**config.mk**
```make
export PLATFORM = sky130hd
export DESIGN_NAME = memory_stage
export DESIGN_NICKNAME = d
export VERILOG_FILES = /design/src/rtl/memory_stage.sv
export SDC_FILE = /design/constraint.sdc
export NUM_CORES = 1
export LEC_CHECK = 0
export CELL_PAD_IN_SITES_DETAIL_PLACEMENT = 1
export CELL_PAD_IN_SITES_GLOBAL_PLACEMENT = 1
export CORE_MARGIN = 4
export CORE_UTILIZATION = 33
export CTS_CLUSTER_DIAMETER = 60
export CTS_CLUSTER_SIZE = 10
export DETAILED_ROUTE_END_ITERATION = 16
export PLACE_DENSITY = 0.88
export SYNTH_ARGS = -nofsm -noshare
export SYNTH_HDL_FRONTEND = slang
export SYNTH_SLANG_ARGS = --single-unit
```
**constraint.sdc**
```tcl
create_clock -name CLK -period 1.8 [get_ports CLK]
set_input_delay 0.27 -clock CLK [delete_from_list [all_inputs] [get_ports CLK]]
set_output_delay 0.27 -clock CLK [all_outputs]
set_load 0.01 [all_outputs]
```
**src/rtl/memory_stage.sv**
```systemverilog
// MEM stage of the 5-stage MIPS pipeline: EX/MEM register, data-cache request
// handshake with stall generation, write-back data select and the MEM/WB register.
module memory_stage #(
  parameter int unsigned WORD_W = 32,
  parameter int unsigned REG_AW = 5
) (
  input  logic              CLK,
  input  logic              nRST,
  input  logic              ihit,
  input  logic              flush,
  input  logic [WORD_W-1:0] ex_nPC,
  input  logic [WORD_W-1:0] ex_ALUOut,
  input  logic [WORD_W-1:0] ex_rtdat,
  input  logic              ex_dREN,
  input  logic              ex_dWEN,
  input  logic              ex_regWr,
  input  logic [1:0]        ex_regSel,
  input  logic [REG_AW-1:0] ex_regDst,
  input  logic              ex_halt,
  input  logic              dhit,
  input  logic [WORD_W-1:0] dmemload,
  output logic              dmemREN,
  output logic              dmemWEN,
  output logic [WORD_W-1:0] dmemaddr,
  output logic [WORD_W-1:0] dmemstore,
  output logic              mem_stall,
  output logic              wb_regWr,
  output logic [REG_AW-1:0] wb_regDst,
  output logic [WORD_W-1:0] wb_wdat,
  output logic              wb_halt
);

  localparam logic [1:0] IDLE = 2'd0;
  localparam logic [1:0] REQ  = 2'd1;
  localparam logic [1:0] HOLD = 2'd2;

  logic [1:0]        state;
  logic [WORD_W-1:0] m_nPC, m_ALUOut, m_rtdat, load_buf;
  logic              m_dREN, m_dWEN, m_regWr, m_halt;
  logic [1:0]        m_regSel;
  logic [REG_AW-1:0] m_regDst;
  logic              advance;
  logic [WORD_W-1:0] wdat_sel;

  assign mem_stall = (state == REQ);
  assign advance   = ihit & ~mem_stall;
  assign dmemREN   = mem_stall & m_dREN;
  assign dmemWEN   = mem_stall & m_dWEN;
  assign dmemaddr  = m_ALUOut;
  assign dmemstore = m_rtdat;

  always_comb begin
    wdat_sel = m_ALUOut;
    case (m_regSel)
      2'd1:    wdat_sel = load_buf;
      2'd2:    wdat_sel = m_nPC;
      default: wdat_sel = m_ALUOut;
    endcase
  end

  // EX/MEM register and request FSM; advance is impossible while in REQ, so a
  // flush can never abort an open memory access.
  always_ff @(posedge CLK or negedge nRST) begin
    if (!nRST) begin
      state    <= IDLE;
      m_nPC    <= '0;
      m_ALUOut <= '0;
      m_rtdat  <= '0;
      m_dREN   <= 1'b0;
      m_dWEN   <= 1'b0;
      m_regWr  <= 1'b0;
      m_regSel <= 2'd0;
      m_regDst <= '0;
      m_halt   <= 1'b0;
      load_buf <= '0;
    end else if (advance) begin
      if (flush) begin
        state    <= IDLE;
        m_nPC    <= '0;
        m_ALUOut <= '0;
        m_rtdat  <= '0;
        m_dREN   <= 1'b0;
        m_dWEN   <= 1'b0;
        m_regWr  <= 1'b0;
        m_regSel <= 2'd0;
        m_regDst <= '0;
        m_halt   <= 1'b0;
      end else begin
        state    <= (ex_dREN | ex_dWEN) ? REQ : IDLE;
        m_nPC    <= ex_nPC;
        m_ALUOut <= ex_ALUOut;
        m_rtdat  <= ex_rtdat;
        m_dREN   <= ex_dREN;
        m_dWEN   <= ex_dWEN;
        m_regWr  <= ex_regWr;
        m_regSel <= ex_regSel;
        m_regDst <= ex_regDst;
        m_halt   <= ex_halt;
      end
    end else if (mem_stall && dhit) begin
      load_buf <= dmemload;
      state    <= HOLD;
    end
  end

  always_ff @(posedge CLK or negedge nRST) begin
    if (!nRST) begin
      wb_regWr  <= 1'b0;
      wb_regDst <= '0;
      wb_wdat   <= '0;
      wb_halt   <= 1'b0;
    end else if (advance) begin
      wb_regWr  <= m_regWr;
      wb_regDst <= m_regDst;
      wb_wdat   <= wdat_sel;
      wb_halt   <= wb_halt | m_halt;
    end
  end

endmodule
```
Word level (Yosys, flattened, before mapping). Index checks and enable logic that the tools add are counted.

Register bits: 180. Latch bits: 0. Bits in writable memories: 0. Bits in read-only memories: 0. Bits of input ports: 144. Output and inout port bits: 106. Logic and storage cells: 42. Memories kept: 0.

$add $sub $neg: 0. Multiply operators: 0. Divide/modulo/power cells: 0. $lt $le $gt $ge: 0. Equality and inequality tests: 3. Shifts and indexed selects: 0. Muxes and demuxes: 14. Bitwise operators: 7. Reduce and logical (&&, ||, !) cells: 3.

Operator list (count): $mux W32 (3); $pmux W32 S2 (1); $mux W1 (6); $mux W2 (3); $mux W5 (1); $eq A2 B1 Y1 const B (2); $and A1 B1 Y1 (3); $eq A2 B2 Y1 const B (1); $not A1 Y1 (2); $or A1 B1 Y1 (2); $reduce_and A2 Y1 (1); $reduce_bool A2 Y1 (1); $logic_and A1 B1 Y1 (1).

Longest topological paths before layout.
Word-level depth: 5. Mapped depth: 7. Mapped depth without buffers: 5.

Least setup slack after synthesis. No wires, ideal clock.

Path type: flip-flop to flip-flop. Start point: reg m_regSel[0]. End point: reg wb_wdat[23]. Library setup time: 125 ps. Data arrival time: 1501 ps. Required time: 1675 ps. Path slack: 174 ps. Stages on the path, launching flop included: 8. Buffers on the path: 2. Clock period less this slack: 1626 ps. Cells stage by stage: dfrtp_1 > inv_1 > ha_1 > buf_2 > clkbuf_1 > a221oi_1 > a21oi_1 > mux2_2.

Cells in the longest elaborated chain, start to end: 2. Elaborated cells on any way between the ends: 3. Classes of those cells: eq/ne (2); mux (1).

Ends and longest elaborated chain: start, declared (line 40) `logic [1:0] m_regSel;`; start signal, assigned (line 96) `m_regSel <= ex_regSel;`; $eq A2 B2 Y1 / $eq A2 B1 Y1 (equally long branches) (line 54) `case (m_regSel)`; $pmux W32 S2 * (line 54); end signal, assigned (line 115) `wb_wdat <= wdat_sel;`; end, declared (line 29) `output logic [WORD_W-1:0] wb_wdat,`.

Mark *: on every way between the ends. The rest lies on a longest branch, timed or not. A chain may end at the register's enable or synchronous reset.

Worst setup path in the final report.
Start point: reg state[1]. End point: reg wb_wdat[3].

Cells in the longest elaborated chain, start to end: 3.

Ends and longest elaborated chain: start, declared (line 37) `logic [1:0] state;`; start signal, assigned (line 89) `state <= (ex_dREN | ex_dWEN) ? REQ : IDLE;`; $eq A2 B1 Y1 (line 45) `assign mem_stall = (state == REQ);`; $not A1 Y1 (line 46) `assign advance = ihit & ~mem_stall;`; $and A1 B1 Y1 (line 46).

No other way between the ends.

==> flow_summary.toml <==
[status]
status = "complete, no violations"

[routing]
vias_per_cell = 4.78
wirelength_um = 23600
wl_met3_um = 1680
top_layer = "met5"
met1_length_um = 9710
firstDrtPassIters = 4
drcViolationCount = 0
met2_length_um = 12000
ant_nets = 0
drt_iter0_markers = 257
vias = 5815
wl_per_cell_um = 19.4

[placed_design]
place_worst_setup_slack_ns = -0.000735
port_buffers = 249
place_congestion = 0.736
placed_area_um2 = 11200
post-dp-hpwl_um = 17300
placed_cells = 1179

[floorplanning]
die_h_um = 164
dieArea_um2 = 27000
dieWidth_um = 164
start_util = 0.340
boundaryPins = 250
row_count = 56
coreArea_um2 = 23800

[timing]
hold_violations = 0
rsz0062_at_grt = "false"
slew_headroom = 0.661
setup_ws_ns = 0.0894
fin_crit_sh = 0.950
worst_hold_slack_ns = 0.386
final-max-slew-violation-count = 0
fmax_ghz = 0.585
finalSetupViolCount = 0
final.min_clock_period_ns = 1.71
tightest_slew_ns = 0.509
finClkSkew_ns = 0.0132

[critical_path]
path_class = "reg2reg"
cp.required_ns = 2.10
crit_family = "buffers and inverters"
cp_data_arrival_time_ns = 2.01
cp_slowest_cell = "dfrtp_1"
critPathCaptureType = "flip-flop"
path_cells = "nand2b_1 -> buf_4 -> nand2_8 -> buf_12 -> mux2_2"
worst-path-max-fanout = 32
startpoint_type = "flip-flop"
slowest_delay_ns = 0.40
cp_num_buf_inv = 2

[synthesis]
synthArstFlopShare = 1.00
syn_area_um2 = 8070
yosys_warnings = 0
postSynthNetCount = 770
synth_seq_cells = 180
synth_top_area_frac = 0.558
ys_seq_area_frac = 0.558
synth_most_common_cell = "dfrtp_1"
yosys-top-cells-area = "dfrtp_1 (56%), mux2_2 (18%), nor2b_1 (5.5%)"
avgSynthCellArea_um2 = 12.9
postSynthCellCount = 624
yosys-top-cells-count = "dfrtp_1 (180), mux2_2 (127), nor2b_1 (71)"
synth-main-ff-cell = "dfrtp_1"
yosysTopAreaCell = "dfrtp_1"
synth_cell_types = 22
synth-edff-count = 0

[clock_tree]
cts_buffer_depth = 2
clk_pin_slew_ns = 0.08
numCtsBuffers = 17
h-tree-depth = 4
clock_latency_ns = 0.42
cts_tree = "done"
clkSinkCount = 180
cts_root_buf = "clkbuf_16"

[grt]
grt-ovfl-total = 0
grt_usage = 0.177
grt_pass1_vias = 6698
grt_first_pass_wirelength_um = 37400
grt_max_degree = 59
antenna_found_initial = 2

[power]
p_leak_nw = 5.23
power_density_nw_per_um2 = 1330
irDropWorstVdd_v = 0.000604

[cells_and_area]
n_fill_cell = 2411
regArea_um2 = 4500
fin_nets = 1030
fin_cells = 1217
multi_input_area_um2 = 3280
post-route-util = 0.498
final_cell_area_um2 = 11800
syn_to_final_growth_pct = 46.6
drive_above_1_share = 0.245

[worst_hold_path]
hold_class = "in2async"

[run]
cap_violations = 0
==> final cells by class <==
type | count | share of cell area
Inverter | 38 | 0.0121
Clock inverter | 12 | 0.0123
Multi-Input combinational cell | 362 | 0.277
Antenna cell | 1 | 0.000211
Tap cell | 319 | 0.0337
Timing Repair Buffer | 285 | 0.247
Clock buffer | 20 | 0.0369
Sequential cell | 180 | 0.381
==> layout by cell type (no fill, tap or decap), types with 2 or more instances in the layout <==
| master | synthesis | routed |
|---|---|---|
| clkinv_4 | 0 | 2 |
| clkbuf_1 | 21 | 3 |
| dfrtp_1 | 180 | 180 |
| nand2_1 | 2 | 2 |
| a21oi_1 | 33 | 33 |
| clkbuf_16 | 0 | 17 |
| clkbuf_2 | 0 | 2 |
| clkdlybuf4s50_1 | 0 | 244 |
| inv_1 | 38 | 38 |
| a221oi_2 | 0 | 7 |
| o21ai_0 | 2 | 2 |
| buf_4 | 4 | 22 |
| clkinvlp_4 | 0 | 4 |
| buf_12 | 0 | 13 |
| inv_6 | 0 | 3 |
| a221oi_1 | 32 | 25 |
| mux2_4 | 14 | 14 |
| mux2_2 | 127 | 127 |
| bufinv_16 | 0 | 2 |
| nand2b_1 | 37 | 37 |
| ha_4 | 0 | 2 |
| nor2_1 | 2 | 2 |
| mux2i_1 | 36 | 36 |
| nor2b_1 | 71 | 71 |
==> timing repair <==
item,4_1_cts,5_1_grt
hold buffers,1,0
endpoints found under the hold margin,49,0
pin swaps,0,1
setup endpoints to repair,6,14
setup buffers,0,4
gates resized for setup,5,12
gates cloned,0,0
==> metal layers <==
| layer | track usage | vias to the layer above |
|---|---|---|
| li1 | - | 2670 |
| met1 | 0.214 | 2950 |
| met2 | 0.308 | 178 |
| met3 | 0.0591 | 15 |
| met4 | 0.0374 | 2 |
| met5 | 0 | - |
==> flip-flops by register name, indices dropped and copies added, names as in the netlist <==
| name | cells |
|---|---|
| m_dREN | 1 |
| m_nPC | 32 |
| m_regWr | 1 |
| dmemaddr | 32 |
| m_regDst | 5 |
| wb_regDst | 5 |
| state | 2 |
| wb_regWr | 1 |
| load_buf | 32 |
| wb_halt | 1 |
| m_dWEN | 1 |
| wb_wdat | 32 |
| m_regSel | 2 |
| m_halt | 1 |
| dmemstore | 32 |
==> metrics by stage <==
step	power, mW	setup TNS, ns
after floorplan	8.95	0
after global placement	11.7	0
after detailed placement	12.0	-0.000735
after CTS	15.9	0
after global routing	16.7	0
final	15.8	0
==> path summary, 6_finish.rpt <==
check | start | endpoint | slack, ns | cells after the start
worst max-delay path | state[1] | wb_wdat[3] | 0.09 | 5
worst min-delay path | nRST | dmemstore[1] | 0.39 | 2
worst max register to register | state[1] | wb_wdat[3] | 0.09 | 5
worst min register to register | wb_halt | wb_halt | 0.49 | 1
max in group asynchronous | nRST | m_nPC[14] | 0.82 | 3
min in group CLK | ex_ALUOut[4] | dmemaddr[4] | 0.41 | 3
==> where the power goes <==
group          total, mW  switching [mW]  internal, mW
registers           6.15           0.776          5.37
clock network       3.79            1.71          2.08
logic               5.82            2.40          3.42
==> kinds of logic (layout without fill, tap and decap cells) <==
| group | after synthesis | in the layout | share of synthesized area |
|---|---|---|---|
| flops | 180 | 180 | 0.558 |
| mux | 177 | 177 | 0.248 |
| simple gates | 114 | 114 | 0.0879 |
| buf+inv | 82 | 355 | 0.0449 |
| compound gates | 69 | 69 | 0.0584 |
| fa+ha+maj | 2 | 2 | 0.00310 |
| other cells | 0 | 1 | 0 |
No activity file was read; power rests on OpenSTA's default activity.
